--- config.mk ---
export PLATFORM = sky130hd
export DESIGN_NAME = scan_multichain_ctrl
export DESIGN_NICKNAME = d
export VERILOG_FILES = /design/src/rtl/scan_multichain_ctrl.sv
export SDC_FILE = /design/constraint.sdc
export NUM_CORES = 1
export LEC_CHECK = 0
export CORE_ASPECT_RATIO = 0.5
export CORE_MARGIN = 2
export CORE_UTILIZATION = 30
export CTS_CLUSTER_DIAMETER = 60
export DETAILED_ROUTE_END_ITERATION = 10
export HOLD_SLACK_MARGIN = 0.1
export PLACE_DENSITY_LB_ADDON = 0.1
export SKIP_LAST_GASP = 1
export SLEW_MARGIN = 10
export SYNTH_ARGS = -nofsm -noshare
export SYNTH_HDL_FRONTEND = slang
export SYNTH_SLANG_ARGS = --single-unit
--- constraint.sdc ---
create_clock -name Clk -period 14.28 [get_ports Clk]
set_input_delay 2.856 -clock Clk [delete_from_list [all_inputs] [get_ports Clk]]
set_output_delay 2.856 -clock Clk [all_outputs]
set_load 0.02 [all_outputs]
--- src/rtl/scan_multichain_ctrl.sv ---
// Parallel muxed-D scan chains with an autonomous shift/capture/flush sequencer and MISR compaction.
// Acts as a plain register bank between logic cones when test_mode is low.
module scan_multichain_ctrl #(
    parameter int                NUM_CHAINS = 4,
    parameter int                CHAIN_LEN  = 53,
    parameter int                PAT_W      = 16,
    parameter int                MISR_W     = 16,
    parameter logic [MISR_W-1:0] MISR_POLY  = 16'h100B
) (
    input  logic                            Clk,
    input  logic                            Rst,
    input  logic                            test_mode,
    input  logic                            start,
    input  logic [PAT_W-1:0]                num_patterns,
    input  logic [NUM_CHAINS-1:0]           scan_in,
    input  logic                            si_valid,
    input  logic [NUM_CHAINS*CHAIN_LEN-1:0] func_d,
    output logic [NUM_CHAINS*CHAIN_LEN-1:0] state_q,
    output logic [NUM_CHAINS-1:0]           scan_out,
    output logic                            SE,
    output logic                            busy,
    output logic                            done,
    output logic [MISR_W-1:0]               misr_sig
);

    localparam int TOTAL = NUM_CHAINS * CHAIN_LEN;
    localparam int CNT_W = $clog2(CHAIN_LEN);
    localparam logic [CNT_W-1:0] LAST_SHIFT = CNT_W'(CHAIN_LEN - 1);

    typedef enum logic [2:0] {
        ST_IDLE,
        ST_SHIFT,
        ST_CAPTURE,
        ST_FLUSH,
        ST_DONE
    } fsm_t;

    fsm_t             fsm_state, fsm_next;
    logic [TOTAL-1:0] chain_q, chain_next, chain_shifted;
    logic [MISR_W-1:0] misr_q, misr_next, misr_step;
    logic [PAT_W-1:0] pat_cnt, pat_next;
    logic [CNT_W-1:0] shift_cnt, shift_next;
    logic             first_pat, first_next;
    logic [NUM_CHAINS-1:0] shift_bits;

    always_comb begin
        scan_out = '0;
        for (int c = 0; c < NUM_CHAINS; c++) begin
            scan_out[c] = chain_q[c*CHAIN_LEN + CHAIN_LEN - 1];
        end
    end

    // Flush drains the chains with zeros; normal shifting takes the tester bits.
    assign shift_bits = (fsm_state == ST_FLUSH) ? '0 : scan_in;

    always_comb begin
        chain_shifted = chain_q;
        for (int c = 0; c < NUM_CHAINS; c++) begin
            chain_shifted[c*CHAIN_LEN +: CHAIN_LEN] =
                {chain_q[c*CHAIN_LEN +: CHAIN_LEN-1], shift_bits[c]};
        end
    end

    // Compaction uses the pre-shift scan_out, i.e. the bit leaving each chain.
    assign misr_step = (misr_q << 1)
                     ^ (misr_q[MISR_W-1] ? MISR_POLY : '0)
                     ^ MISR_W'(scan_out);

    always_comb begin
        fsm_next   = fsm_state;
        chain_next = chain_q;
        misr_next  = misr_q;
        pat_next   = pat_cnt;
        shift_next = shift_cnt;
        first_next = first_pat;
        case (fsm_state)
            ST_IDLE: begin
                if (!test_mode) begin
                    chain_next = func_d;
                end else if (start) begin
                    misr_next  = '0;
                    first_next = 1'b1;
                    pat_next   = num_patterns;
                    shift_next = '0;
                    fsm_next   = (num_patterns != '0) ? ST_SHIFT : ST_DONE;
                end
            end
            ST_SHIFT: begin
                if (!test_mode) begin
                    fsm_next = ST_IDLE;
                end else if (si_valid) begin
                    chain_next = chain_shifted;
                    if (!first_pat) begin
                        misr_next = misr_step;
                    end
                    if (shift_cnt == LAST_SHIFT) begin
                        shift_next = '0;
                        fsm_next   = ST_CAPTURE;
                    end else begin
                        shift_next = shift_cnt + 1'b1;
                    end
                end
            end
            ST_CAPTURE: begin
                if (!test_mode) begin
                    fsm_next = ST_IDLE;
                end else begin
                    chain_next = func_d;
                    pat_next   = pat_cnt - 1'b1;
                    first_next = 1'b0;
                    fsm_next   = (pat_cnt == PAT_W'(1)) ? ST_FLUSH : ST_SHIFT;
                end
            end
            ST_FLUSH: begin
                if (!test_mode) begin
                    fsm_next = ST_IDLE;
                end else begin
                    chain_next = chain_shifted;
                    misr_next  = misr_step;
                    if (shift_cnt == LAST_SHIFT) begin
                        shift_next = '0;
                        fsm_next   = ST_DONE;
                    end else begin
                        shift_next = shift_cnt + 1'b1;
                    end
                end
            end
            ST_DONE: begin
                fsm_next = ST_IDLE;
            end
            default: begin
                fsm_next = ST_IDLE;
            end
        endcase
    end

    always_ff @(posedge Clk or posedge Rst) begin
        if (Rst) begin
            fsm_state <= ST_IDLE;
            chain_q   <= '0;
            misr_q    <= '0;
            pat_cnt   <= '0;
            shift_cnt <= '0;
            first_pat <= 1'b1;
        end else begin
            fsm_state <= fsm_next;
            chain_q   <= chain_next;
            misr_q    <= misr_next;
            pat_cnt   <= pat_next;
            shift_cnt <= shift_next;
            first_pat <= first_next;
        end
    end

    assign state_q  = chain_q;
    assign misr_sig = misr_q;
    assign SE       = (fsm_state == ST_SHIFT) || (fsm_state == ST_FLUSH);
    assign busy     = (fsm_state != ST_IDLE);
    assign done     = (fsm_state == ST_DONE);

endmodule

==> Word-level counts from Yosys, hierarchy flattened <==
Index checks and enable logic that the tools add are counted.
{ "totals": {"ff_bits": 254, "out_inout_bits": 235, "in_bits": 237, "wordCells": 80} }
{ "op_classes": {"n_reduce_logical": 12, "addsub": 2, "eq_ne": 17, "n_bitwise": 2, "muxes": 41} }
{ "ops": {"columns": ["cell", "n"], "rows": [
  ["two-way mux 212 bit", 5],
  ["case mux 212 bit (4 select lines)", 1],
  ["two-way mux 16 bit", 9],
  ["case mux 16 bit (3 select lines)", 1],
  ["two-way mux 6 bit", 6],
  ["case mux 16 bit (2 select lines)", 1],
  ["two-way mux 3 bit", 8],
  ["case mux 6 bit (3 select lines)", 1],
  ["equality test 16 x 1 -> 1 bit, second input constant", 1],
  ["!= test 2 bit, second input constant", 8],
  ["nonzero test 16 bit", 1],
  ["subtractor 16 x 1 -> 16 bit, second input constant", 1],
  ["XOR 16 x 13 -> 16 bit", 1],
  ["XOR 16 x 4 -> 16 bit", 1],
  ["two-way mux 13 bit", 1],
  ["case mux 3 bit (4 select lines)", 1],
  ["AND reduction 6 bit", 2],
  ["AND reduction 7 bit", 1],
  ["adder 6 x 1 -> 6 bit, second input constant", 1],
  ["equality test 3 x 2 -> 1 bit, second input constant", 2],
  ["equality test 6 bit, second input constant", 1],
  ["!= test 3 bit, second input constant", 2],
  ["nonzero test 3 bit", 2],
  ["AND reduction 5 bit", 1],
  ["other kinds (12)", 15]
]} }

==> Logic depth before layout (Yosys ltp) <==
Gate-level depths: netlist of the first run.
{ "depth": {"ltp_word": 7, "ltp_mapped": 8, "depth_no_buf": 6} }

==> Worst setup path before layout of the first run <==
OpenSTA, ideal clock, no wires.
{ "synth_path": {"path_type": "register -> output", "start": "register fsm_state[1]", "end": "output port busy", "stages_incl_launch_ff": 4, "path_buffers": 2, "t_required_ps": 11424, "path_slack_ps": 10238, "t_arrival_ps": 1186, "cell_sequence": "dfrtp_1 -> buf_2 -> clkbuf_1 -> or3_1"} }
{ "synth_between": {"elab_chain_len": 1} }
{ "synth_lines": {"columns": ["item", "line_no", "source"], "rows": [
  ["start, declared", "38", "fsm_t fsm_state, fsm_next;"],
  ["start signal, assigned", "146", "fsm_state <= fsm_next;"],
  ["nonzero test 3 bit", "158", "assign busy = (fsm_state != ST_IDLE);"],
  ["end, declared", "21", "output logic busy,"]
]} }
Every way passes these cells.

==> Worst setup path after layout of the first run <==
{ "layout_path": {"start": "register fsm_state[0]", "end": "output port SE"} }
{ "layout_between": {"elab_chain_len": 2, "word_cells_on_any_way": 3, "cone_classes": "2 x eq/ne; 1 x reduce/logical"} }
{ "layout_lines": {"columns": ["item", "line_no", "source"], "rows": [
  ["equality test 3 x 1 -> 1 bit or equality test 3 x 2 -> 1 bit (tied branches)", "157", "assign SE = (fsm_state == ST_SHIFT) || (fsm_state == ST_FLUSH);"],
  ["logical OR 1 bit (*)", "157", null],
  ["end, declared", "20", "output logic SE,"]
]} }
Every way passes the cells marked *; elsewhere a longest branch is shown, timed or not.

==> results list, run 1 <==
* Clock latency of the later-clocked register in the worst-skew pair: 550 ps
- Worst path arrival time: about 3200 ps
* Maximum operating frequency: 164.9 MHz
- Post-DR wirelength/cell: approximately 18 um
* Clock root buffer: sky130_fd_sc_hd__clkbuf_16
- The Yosys step of the flow raised 0 warnings.
- The total overflow left after global routing is 0.
- The synthesized design spends more area on one cell type than any other, namely sky130_fd_sc_hd__dfrtp_1.
- Kind of path behind the tightest hold check: flip-flop to flip-flop
- Post-detailed-route DRC marker count: 0
* Minimum clock period after layout: 6065 ps
* Critical-path cell list: nand2b_4, inv_6, clkdlybuf4s50_1
- Summed over all layers, the routed wires come to 42,380 um.
- Number of antenna violations at the first check in global routing: 0
- Type of origin of the critical path: flip-flop
* Clock-pin slew of the registers on the worst-case setup and hold paths: 70 ps
- For this design, the slowest cell found on the critical path is sky130_fd_sc_hd__clkdlybuf4s50_1.
- Counting flops with a built-in enable in the synthesized netlist gives 0.
* Area grow syn2layout: 48.99%
* Type of the worst setup path: flip-flop to output pin
* Count of unique library cells instantiated by Yosys: 56
* # H-tree levels: 1
- Leading cell types in the layout, fill and taps excluded: sky130_fd_sc_hd__clkdlybuf4s50_1 (471), sky130_fd_sc_hd__nand2_1 (455), sky130_fd_sc_hd__dfrtp_1 (253)
* Most common cell after layout, fill and taps aside: sky130_fd_sc_hd__clkdlybuf4s50_1
- Post-CTS repair timing setup buffer count: 0
- Port Buffers: 471
* Power per unit of standard cell area: 151.9 nW/um2
* Cell count after placement: 2,338
* Wire length of the first global-routing pass: 65,480 um
* Count of pins over their slew limit: 0
- For this run, the leading register cell type out of synthesis is sky130_fd_sc_hd__dfrtp_1.
* CTS tree: done
- For this design the static power due to leakage is about 7.4 nW.
- Cell internal power dissipation: ~1.8 mW
* GPL Wtd Cong: 0.7977
- Cell types with the largest area share after synthesis: sky130_fd_sc_hd__dfrtp_1 (53%), sky130_fd_sc_hd__nand2_1 (14%), sky130_fd_sc_hd__a31oi_1 (11%)
- Area of the mapped netlist: ~12,000 um2
- Layout filler cell count: 3,863
- Worst slew margin relative to its limit: between 20% and 30%
- Drt first-iter violations: 760
- In this run the mean area of a mapped cell was ~8.3 um2.
* Setup_tns: 0 ps
* Number of buffers on the longest clock path: 3
- Status: finished clean
- Entering global routing, the biggest net connects roughly 260 pins.
- CTS saw roughly 250 sinks.
- Net Count, Synth: 1,684
- After clock tree synthesis, the repair step resized 0 gates.
* Power share of the clock group: 28.2%
* Site row count: 51
- Share of final-layout standard cells stronger than drive strength 1: approximately 3.7%
- At the pin with the least slew margin, the transition time is 1185 ps.
- Global routing used 19.62% of the available tracks.
- Combinational logic is responsible for between 30 and 40% of the overall power.
* Worst setup EP type: output pin
- Floorplan die height: approximately 150 um
- On the final layout, the worst clock skew is ~15 ps.
- Unrepaired setup endpoints after global routing: false
* Crit path max fanout: 79
- Floorplan core area: 39,180 um2
- After the flow finishes, the layout carries non-filler instances totaling ~2,400.
- The largest single stage delay on the critical path is 760 ps.
- Final net count: 2,078
- Antenna Nets Post-Route: 0
* Via-to-Cell Ratio: 4.765
- Initial cell density of the core: 30.66%
- The die covers roughly 42,000 um2.
- In the finished design, the share of the clock period the worst path needs comes to 42.47%.
* Number of inserted diodes: 0
- Number of placed I/O pins: around 470
- Fraction of post-synthesis cell area in the top cell type by area: 52.71%
- The via count of the first global-routing pass came to 10,990.
* Synthesis-stage register bit count: 254
- Placed wire-length estimate after detailed placement: about 28,000 um
- In this run, post-CTS hold repair placed 0 buffers.
- After synthesis, flip-flops and latches occupy 52.93% of the total area.
* TritonCTS buffer count: 27
* Final hold violation count: 0
- In this run the power spent charging and discharging nets is 0.9577 mW.
- In the synthesized netlist, the number of instances is 1,443.
- Share of async-settable or async-resettable flops after synthesis: 100.0%
- Max-cap violations in this run came to 0.
- At the worst endpoint, the required time is between 10,000 and 15,000 ps.
* Die width: between 200 and 300 um
- Together, buffers and inverters on the worst path number 2.
* Sequential fraction of design power: 37.6%
- Net Sw Frac: 35.22%
* VDD IR max: between 0.07 and 0.08 mV
- Across all layers, the routed design uses ~11,000 vias.
- Broken down by cell family, the worst path's largest delay share belongs to buffers and inverters.
- Before antenna repair, the detailed router went through 5 iterations.
- Setup violations remaining at the end of the flow were counted as 0.
==> per-stage QoR <==
stage               utilization [%]  hold slack (ps)  area, um2  setup WS, ps  total power, mW
detailed placement            43.26            491.9      16950          8229            1.975
CTS                           45.68            501.1      17900          8169            2.757
finish                        45.68            499.6      17900          8215            2.719
floorplan                         -            479.6      12010          4441            1.493
global placement              43.26            486.8      16950          8300            1.971
global route                  45.68            517.2      17900          8021            2.871
==> power groups by stage <==
| stage | Sequential (mW) | Combinational (mW) | Clock, mW |
|---|---|---|---|
| after floorplan | 1.18 | 0.313 | 0 |
| after global placement | 1.03 | 0.937 | 0 |
| after detailed placement | 1.04 | 0.939 | 0 |
| after CTS | 1.02 | 0.942 | 0.791 |
| after global routing | 1.05 | 0.999 | 0.821 |
| final | 1.02 | 0.929 | 0.767 |
==> worst reg2reg max path, stage by stage, from the launching register on <==
cell	delay (ps)
sky130_fd_sc_hd__dfrtp_1	660
sky130_fd_sc_hd__or2_1	440
sky130_fd_sc_hd__a221oi_4	370
sky130_fd_sc_hd__buf_12	620
sky130_fd_sc_hd__buf_4	1070
sky130_fd_sc_hd__a31oi_1	270
==> kinds of logic after synthesis <==
family	share of synthesized area (%)
AO/OA/AOI/OAI	15.64
XOR/XNOR	0.5104
adder cells (fa/ha/maj)	0.4167
buffers and inverters	5.271
flip-flops	52.93
multiplexers	0.1667
AND/OR/NAND/NOR	25.07
==> worst paths after layout <==
kind                                     startpoint                       end  slack [ps]  cells past startpoint
max                        fsm_state[0]$_DFFE_PP0P_                        SE        8220                      3
min                           first_pat$_DFFE_PP1P_     first_pat$_DFFE_PP1P_         500                      2
max reg2reg                fsm_state[1]$_DFFE_PP0P_  state_q[209]$_DFFE_PP0P_       10690                      5
min reg2reg                   first_pat$_DFFE_PP1P_     first_pat$_DFFE_PP1P_         500                      2
max in group asynchronous                       Rst   pat_cnt[12]$_DFFE_PP0P_       10010                      3
min in group asynchronous                       Rst   state_q[76]$_DFFE_PP0P_        2840                      2
==> state kept, by name, indices dropped and copies added, names as in the netlist <==
| name | count |
|---|---|
| first_pat | 1 |
| fsm_state | 3 |
| misr_sig | 16 |
| pat_cnt | 16 |
| shift_cnt | 6 |
| state_q | 212 |
==> area by class of cell <==
class | count | area [um2] | area share (%)
Clock buffer | 39 | 790.8 | 4.419
Inverter | 11 | 53.80 | 0.3006
Tap cell | 530 | 663.1 | 3.706
Clock inverter | 10 | 156.4 | 0.8739
Sequential cell | 254 | 6357 | 35.52
Timing Repair Buffer | 482 | 4822 | 26.95
Multi-Input combinational cell | 1061 | 5052 | 28.23
==> layer usage <==
layer	vias up	track usage (%)	routed length (um)
li1	5686	-	-
met1	5390	24.69	17840
met2	231	34.66	21700
met3	68	2.962	1491
met4	0	5.938	1349
met5	-	0	0
==> Yosys cell counts, types with 6 or more instances <==
master / instances
sky130_fd_sc_hd__nor4_1: 7
sky130_fd_sc_hd__dfrtp_1: 253
sky130_fd_sc_hd__nand2_1: 455
sky130_fd_sc_hd__a21oi_1: 18
sky130_fd_sc_hd__clkbuf_1: 51
sky130_fd_sc_hd__buf_4: 23
sky130_fd_sc_hd__nand3_1: 6
sky130_fd_sc_hd__nor2_1: 235
sky130_fd_sc_hd__a31oi_1: 213
sky130_fd_sc_hd__buf_2: 41
sky130_fd_sc_hd__nor3_1: 7
sky130_fd_sc_hd__inv_1: 10
sky130_fd_sc_hd__nor3b_1: 7
sky130_fd_sc_hd__o31ai_1: 6
sky130_fd_sc_hd__o21ai_0: 22
Note: power is estimated with default switching activity, not from simulation.
==> inputs of run 2 (changes only) <==
==> constraint.sdc (replaced) <==
create_clock -name Clk -period 5.74 [get_ports Clk]
set_input_delay 1.148 -clock Clk [delete_from_list [all_inputs] [get_ports Clk]]
set_output_delay 1.148 -clock Clk [all_outputs]
set_load 0.02 [all_outputs]
==> results list, run 2 (synthesized netlist as in run 1, its figures left out) <==
- Status: finished clean
* Layout filler cell count: 3,906 (+1.1%)
- The area of the die came to 41,750 um2 (unchanged).
- Critical-path cell list: nand2b_4, inv_8, clkdlybuf4s50_1
- Unrepaired setup endpoints after global routing: false
- The number of hold-slack violations in the final timing report came to 0 (unchanged).
* Fraction of the cycle the final worst path needs: between 70% and 80%
- The post-cts gate resize count was 0 (unchanged).
* Port Buffers: 471 (unchanged)
* Final core utilization: 45.58% (-0.096 points)
- Sum of overflow across all layers after global routing: 0 (unchanged)
- Reported max-cap violation count: 0 (unchanged)
* Footprint of the flip-flops and latches: 6357 um2 (unchanged)
- The DRC violation total after the first TritonRoute iteration came to 768 (+1.1%).
* Worst EP required: 4590 ps (-6830 ps)
* Overall Power: 6.627 mW (+140%)
* Final clock skew: 15.55 ps (+0.5022 ps)
* Placed wire-length estimate after detailed placement: 28,260 um (-0.50%)
- Final setup vio count: 0 (unchanged)
- Post-Place Cell Area: 16,980 um2 (+0.18%)
- The number of ports placed on the die boundary is 472 (unchanged).
- All-layer global routing usage: 19.25% (-0.37 points)
- Number of antenna violations at the first check in global routing: 1 (+1)
- CTS tree: done
- The final non-filler cell area came to 17,860 um2 (-0.21%).
- The number of nets in the final layout is 2,078 (unchanged).
- Most common cell after layout, fill and taps aside: sky130_fd_sc_hd__clkdlybuf4s50_1
- The area growth from synthesis to layout is 48.68%.
* Type of origin of the critical path: flip-flop
- The wire length of the first global-routing pass came to 64,090 um (-2.1%).
* Cell with the biggest individual delay on the critical path: sky130_fd_sc_hd__inv_8
* Initial cell density of the core: 30.66% (unchanged)
- The worst path in the final design needs a cycle of 4371 ps, including I/O delays and setup.
* Number of buffers on the longest clock path: 3 (unchanged)
- Flip-flop count of the largest register after layout: 212 (unchanged)
- The worst hold path belongs to the class flip-flop to flip-flop.
- The power density relative to cell area is 371.1 nW/um2 (+140%).
* Leakage power figure: 7.336 nW (-0.31%)
- The biggest fanout along the worst timing path was 141 (+78%).
- The hold-fix buffer count after cts is 0 (unchanged).
- Leading cell types in the layout, fill and taps excluded: sky130_fd_sc_hd__clkdlybuf4s50_1 (471), sky130_fd_sc_hd__nand2_1 (455), sky130_fd_sc_hd__dfrtp_1 (253)
* GPL Wtd Cong: 0.7867 (-1.4%)
- The detailed-route DRC error count was 0 (unchanged).
- The post-detailed-route wirelength per cell is 17.51 um (-1.4%).
* Die width: 287.0 um (unchanged)
* Worst slew margin relative to its limit: 22.28% (+1.6 points)
- The clock-pin slew on the worst setup and hold paths is 70 ps (about the same).
- Floorplan die height: 145.5 um (unchanged)
* TritonCTS buffer count: 26 (-3.7%)
- The total iterations of the first detailed-routing run was 5 (unchanged).
- Pin count of the biggest net entering global routing: 267 (+3.9%)
- The setup path with the least slack is of type flip-flop to output pin.
- Clock tree synthesis selected as its root buffer the cell sky130_fd_sc_hd__clkbuf_16.
- Area taken by multi-input logic gates: 5052 um2 (unchanged)
* VDD IR max: 0.1919 mV (+170%)
* Post-CTS repair timing setup buffer count: 0 (unchanged)
- Total wire length after detailed routing: 41,810 um (-1.4%)
* Routed via count: 11,380 (+0.044%)
- Clock latency of the later-clocked register in the worst-skew pair: 540 ps (about the same)
- Worst setup EP type: output pin
- The remaining antenna violation count after routing was 0 (unchanged).
- Clock sink total: 254 (unchanged)
- Largest stage delay, worst path: 770 ps (about the same)
- The number of cell rows came to 51 (unchanged).
- The fraction of layout instances using a drive strength above 1 was 3.772% (+0.056 points).
- The data arrival time of the worst path was 3220 ps (about the same).
* Via count of the first global-routing pass: 10,550 (-4.0%)
* Floorplan core area: 39,180 um2 (unchanged)
- Setup_tns: 0 ps (unchanged)
- The detailed-route vias per instance is 4.767 (about the same).
- The max-slew violation total from the final report was 0 (unchanged).
- Transition at the pin with the smallest max-transition slack: 1166 ps (-19.20 ps)
- Timing would allow up to 228.8 MHz.
* # H-tree levels: 1 (unchanged)
## run 2: cell types whose count changed in the layout (fill, tap and decap cells not counted), sizes merged
cell,before,now
buf,11,12
bufinv,4,1
clkbuf,39,38
clkinvlp,1,3
diode,0,1
## run 2: path summary, 6_finish.rpt
kind	start	end	slack (ps)	cells after the start
min in group asynchronous	Rst	state_q[123]$_DFFE_PP0P_	1090	2
setup reg to reg	fsm_state[2]$_DFFE_PP0P_	state_q[161]$_DFFE_PP0P_	2460	5
setup / recovery	fsm_state[2]$_DFFE_PP0P_	SE	1370	3
max in group asynchronous	Rst	state_q[10]$_DFFE_PP0P_	3390	3
hold / removal	first_pat$_DFFE_PP1P_	first_pat$_DFFE_PP1P_	510	2
hold reg to reg	first_pat$_DFFE_PP1P_	first_pat$_DFFE_PP1P_	510	2
## run 2: area by class of cell
class | count | area share [%]
diodes | 1 | 0.01401
repair buffers | 483 | 27.18
clock buffers | 38 | 4.463
clock inverters | 9 | 0.4414
well taps | 530 | 3.713
flip-flops and latches | 254 | 35.60
inverters | 11 | 0.2943
multi-input cells | 1061 | 28.29
## run 2: worst max-delay path, delay by kind of cell (launching register included)
kind | cells | cell delay, ps
buffers and inverters | 2 | 1520
DFF | 1 | 540
and+or+nand+nor | 1 | 520
## run 2: power by group
group	switching (mW)	leakage (nW)	internal, mW	total (mW)
clock network	0.771	0.432	1.01	1.78
logic	1.24	3.99	1.07	2.31
registers	0.357	2.91	2.18	2.54
total	2.37	7.34	4.26	6.63
## run 2: per-layer routing
| layer | track usage (%) | wire, um | up-vias |
|---|---|---|---|
| li1 | - | - | 5682 |
| met1 | 24.46 | 17600 | 5426 |
| met2 | 34.12 | 21530 | 217 |
| met3 | 2.821 | 1496 | 55 |
| met4 | 5.078 | 1177 | 0 |
| met5 | 0 | 0 | - |
## run 2: per-stage QoR
step	worst slack [ps]	hold WS [ps]	std cells
final	1369	508.0	2387
after global routing	1160	533.6	2387
after CTS	1337	509.4	2386
after detailed placement	1914	497.2	2339
after global placement	1936	491.0	2339
after floorplan	1249	479.6	1443
==> patch 1, RTL diff (settings of run 2) <==
Reset style: synchronous (`Rst`), changed in one clocked block.
--- a/src/rtl/scan_multichain_ctrl.sv
+++ b/src/rtl/scan_multichain_ctrl.sv
@@ -135,5 +135,5 @@
     end
 
-    always_ff @(posedge Clk or posedge Rst) begin
+    always_ff @(posedge Clk) begin
         if (Rst) begin
             fsm_state <= ST_IDLE;
Check against the original RTL: not equivalent (a bounded check fails within 4 cycles, from zero or initial values and one cycle with Rst high; the reset may be asserted at any time).
==> patch 1 against run 2 <==
- sequential cell count stayed put
- total power is 17% lower
- core utilization is 0.23 points higher
- routed wire length is 0.70% higher
- setup slack better by 0.50 ns
- area after synthesis is 5.2% lower
- final cell count is 1.1% lower
- cell area is 4.0% lower
- largest cell class is now multi-input gates
- largest power group unchanged
==> patch 1: results (changes against run 2) <==
Synth Area in Compound Gates=20.8% (+5.1 points); Inserted Clock Buffers=27 (+3.8%); largest cells by area after synthesis=dfxtp_1 (45%), a311oi_1 (16%), nand2_1 (14%); M3 GR Usage=3.57% (+0.75 points); met2 routed WL=21100 um (-2.2%); wire length on met1=18100 um (+2.6%); share of cells above drive strength 1=3.32% (-0.45 points); Critical Path AT=2.72 ns (-0.50 ns); number of global-route vias before repair=11.0k (+3.9%); first-pass GRT wire length=63800 um (-0.39%); outcome=finished clean; met2 usage=35.3% (+1.2 points); Hold Crit Start=misr_sig[7]; post-synthesis cell type count=54 (-3.6%); met3 wire len=1510 um (+1.2%); P_leak=0.00635 uW (-13%); Synth top cells by count=nand2_1 (431), dfxtp_1 (254), nor2_1 (237); pin count of the biggest net entering global routing=227 (-15%); Mapped Cells=1481 (+2.6%); DRT iter0 DRCs=736 (-4.2%); post-synthesis mux area share=0% (-0.17 points); setup slack at placement=2.04 ns (+0.129 ns); RD Place Congestion=0.794 (+0.92%); Tightest Pin Transition=1.07 ns (-0.0942 ns); critical path's largest stage delay=0.69 ns (-0.08 ns); Via density=4.97 (+4.2%); dominant synthesized flop cell=dfxtp_1; Seq/Total Area, Yosys=44.6% (-8.3 points); Internal=3740 uW (-12%); r2r startpoint=fsm_state[0]; Slowest-stage cell, CP=clkdlybuf4s50_1; placed cells=2313 (-1.1%); Reg2Reg Capture Point=state_q[15]; Peak VDD IR=0.170 mV (-12%); Clk power=1860 uW (+4%); CTS HTree Levels=1 (unchanged); crit path max fanout=63 (-55%); FF-to-FF setup slack=2.83 ns (+0.37 ns); Post-Synth Adder-Cell Area=0.439% (+0.023 points); non-filler instance count after layout=2361 (-1.1%); Max Clock Skew=0.0107 ns (-0.00488 ns); post-synth net total=1722 (+2.3%); final core utilization=45.8% (+0.23 points); seq pwr=2130 uW (-16%); ys async rst share=0% (-100 points); xor and xnor fraction of the mapped netlist area=0.923% (+0.41 points); met1 usage=24.7% (+0.28 points); drt pass-1 iters=4 (-1); HPWL Detailed=28200 um (-0.39%); Area after DPL=0.0162 sq mm (-4.5%); global-route usage over all layers=20.0% (+0.80 points); Layout Nets=2089 (+0.53%); Worst Hold Slack=0.486 ns (-0.0223 ns); Cell Pwr Density=322 mW/mm^2 (-13%); Fillers=3818 (-2.3%); routed length per placed instance=17.8 um (+1.8%); hold endpoint=misr_sig[8]
patch 1: cell count changes after synthesis, sizes merged, moves of 7 or more:
cell | run 2 | this run
dfxtp | 0 | 254
dfrtp | 253 | 0
a31oi | 213 | 3
a311oi | 1 | 210
nand2 | 455 | 431
clkbuf | 51 | 72
nand2b | 4 | 21
nand3 | 6 | 22
a21oi | 18 | 33
a211oi | 1 | 9
o21ai | 25 | 17
nor3b | 9 | 2
patch 1: worst max path at each step:
stage	endpoint	slack, ns	from
2_1_floorplan	SE	3.21	fsm_state[2]
4_1_cts	SE	1.81	fsm_state[0]
5_1_grt	SE	1.68	fsm_state[0]
3_5_place_dp	state_q[184]	2.04	test_mode
3_3_place_gp	state_q[196]	2.07	test_mode
6_report	SE	1.87	fsm_state[0]
patch 1: cell type report:
class,instances,share of cell area (%)
Antenna cell,1,0.0146
Clock buffer,35,4.35
Clock inverter,12,1.01
Inverter,9,0.241
Multi-Input combinational cell,1078,33.0
Sequential cell,254,29.7
Tap cell,494,3.61
Timing Repair Buffer,478,28.1
==> patch 2, RTL diff (flow settings as in run 2) <==
Without the edit above. Set the parameter `CHAIN_LEN` to 106 (it was 53).
--- a/src/rtl/scan_multichain_ctrl.sv
+++ b/src/rtl/scan_multichain_ctrl.sv
@@ -3,5 +3,5 @@
 module scan_multichain_ctrl #(
     parameter int                NUM_CHAINS = 4,
-    parameter int                CHAIN_LEN  = 53,
+    parameter int                CHAIN_LEN  = 106,
     parameter int                PAT_W      = 16,
     parameter int                MISR_W     = 16,
Interface: changed (resized func_d and state_q); port bits go from 472 to 896. The function was not compared with the original's and may differ.
==> patch 2 against run 2 <==
- via count up 88%
- non-clock buffer count is 446 higher
- setup slack better by 0.48 ns
- total power grew to 2.6 times the old value
- routed wire length is 120% higher
- combinational power grew to 3.4 times the old value
- cell area grew 83%
- maximum frequency is 12% higher
- sequential power rose by 130%
- first-iteration DRC count increased by 100%
- area after synthesis up 79%
- clock power grew 93%
- sequential cell count increased by 213
- clock skew up 0.015 ns
- highest routed layer is now met5
==> patch 2: results (changes against run 2) <==
global-route usage over all layers=23.7% (+4.5 points); multi-input combinational area share=26.7% (-1.6 points); number of non-clock buffers=929 (+92%); # clk buffers=73 (+92%); initial antenna violation count=7 (+6); Hold Crit Start=misr_sig[3]; Max Clock Skew=0.0302 ns (+0.0146 ns); Slowest-stage cell, CP=clkdlybuf4s50_1; Seq/Total Area, Yosys=54.4% (+1.5 points); relative slew slack=31.1% (+8.8 points); setup slack at placement=1.93 ns (+0.0132 ns); Multi-In Gates=1913 (+80%); hold endpoint=misr_sig[3]; wire length on met1=37900 um (+120%); xor and xnor fraction of the mapped netlist area=0.285% (-0.22 points); Post-Synth Adder-Cell Area=0.233% (-0.18 points); routed length per placed instance=20.8 um (+19%); total inserted antenna cells=5 (+4); HPWL Detailed=66100 um (+130%); Tmin final=3.89 ns (-0.483 ns); Layout Nets=3825 (+84%); Synth Area in Compound Gates=15.1% (-0.58 points); Worst Hold Slack=0.505 ns (-0.00252 ns); pin count of the biggest net entering global routing=149 (-44%); post-synthesis cell type count=49 (-13%); Fillers=7016 (+80%); Buffers on Ports=895 (+90%); Logic inverters=13 (+2); met1 usage=30.5% (+6.0 points); P_leak=0.0136 uW (+86%); Non-clock buffers, area share=28.6% (+1.4 points); first-pass GRT wire length=134000 um (+110%); Synth top cells by count=nand2_1 (886), dfrtp_1 (466), nor2_1 (441); largest cells by area after synthesis=dfrtp_1 (54%), nand2_1 (15%), a31oi_1 (12%); number of global-route vias before repair=19.8k (+88%); post-synthesis mux area share=0.0466% (-0.12 points); Critical Path AT=2.74 ns (-0.48 ns); Reg2Reg Capture Point=state_q[139]; sequential share of cell area=35.7% (+0.11 points); number of flip-flops in the largest register=424 (+100%); critical path's largest stage delay=0.74 ns (-0.03 ns); met3 wire len=4280 um (+190%); Worst-Skew Late Latency=0.61 ns (+0.07 ns); Inserted Clock Buffers=48 (+85%); die area=0.0739 sq mm (+77%); start point of the critical path=fsm_state[0]; post-synth net total=3057 (+82%); CTS resizes=0 (unchanged); drt pass-1 iters=8 (+3); DRT iter0 DRCs=1545 (+100%); RD Place Congestion=0.920 (+17%); CTS HTree Levels=2 (+1); Area after DPL=0.0310 sq mm (+83%); crit path max fanout=97 (-31%); sequential cells=467 (+84%); Peak VDD IR=0.232 mV (+21%); outcome=finished clean
-- patch 2: logic make-up (layout without fill, tap and decap cells) --
| kind of cell | after synthesis | after routing |
|---|---|---|
| and+or+nand+nor | 1387 | 1387 |
| AOI/OAI and AO/OA | 514 | 514 |
| DFF | 467 | 467 |
| buffers and inverters | 224 | 1031 |
| xor gates and xnor gates | 7 | 7 |
| adders and majority gates | 4 | 4 |
| muxes | 1 | 1 |
| other | 0 | 5 |
-- patch 2: power breakdown --
group | total [uW] | switching (uW) | internal [uW]
clock network | 3430 | 1450 | 1980
logic | 7820 | 4410 | 3410
registers | 5840 | 1230 | 4600
-- patch 2: stage by stage --
stage | power, uW | cells
after detailed placement | 13700 | 4280
after CTS | 17300 | 4369
after global routing | 18000 | 4374
after floorplan | 9580 | 2604
final | 17100 | 4374
after global placement | 13700 | 4280
-- patch 2: tightest hold or removal path, cell delays in order, from the launching register on --
cell	delay, ns
dfrtp_1	0.36
nand2_1	0.06
o31ai_1	0.05
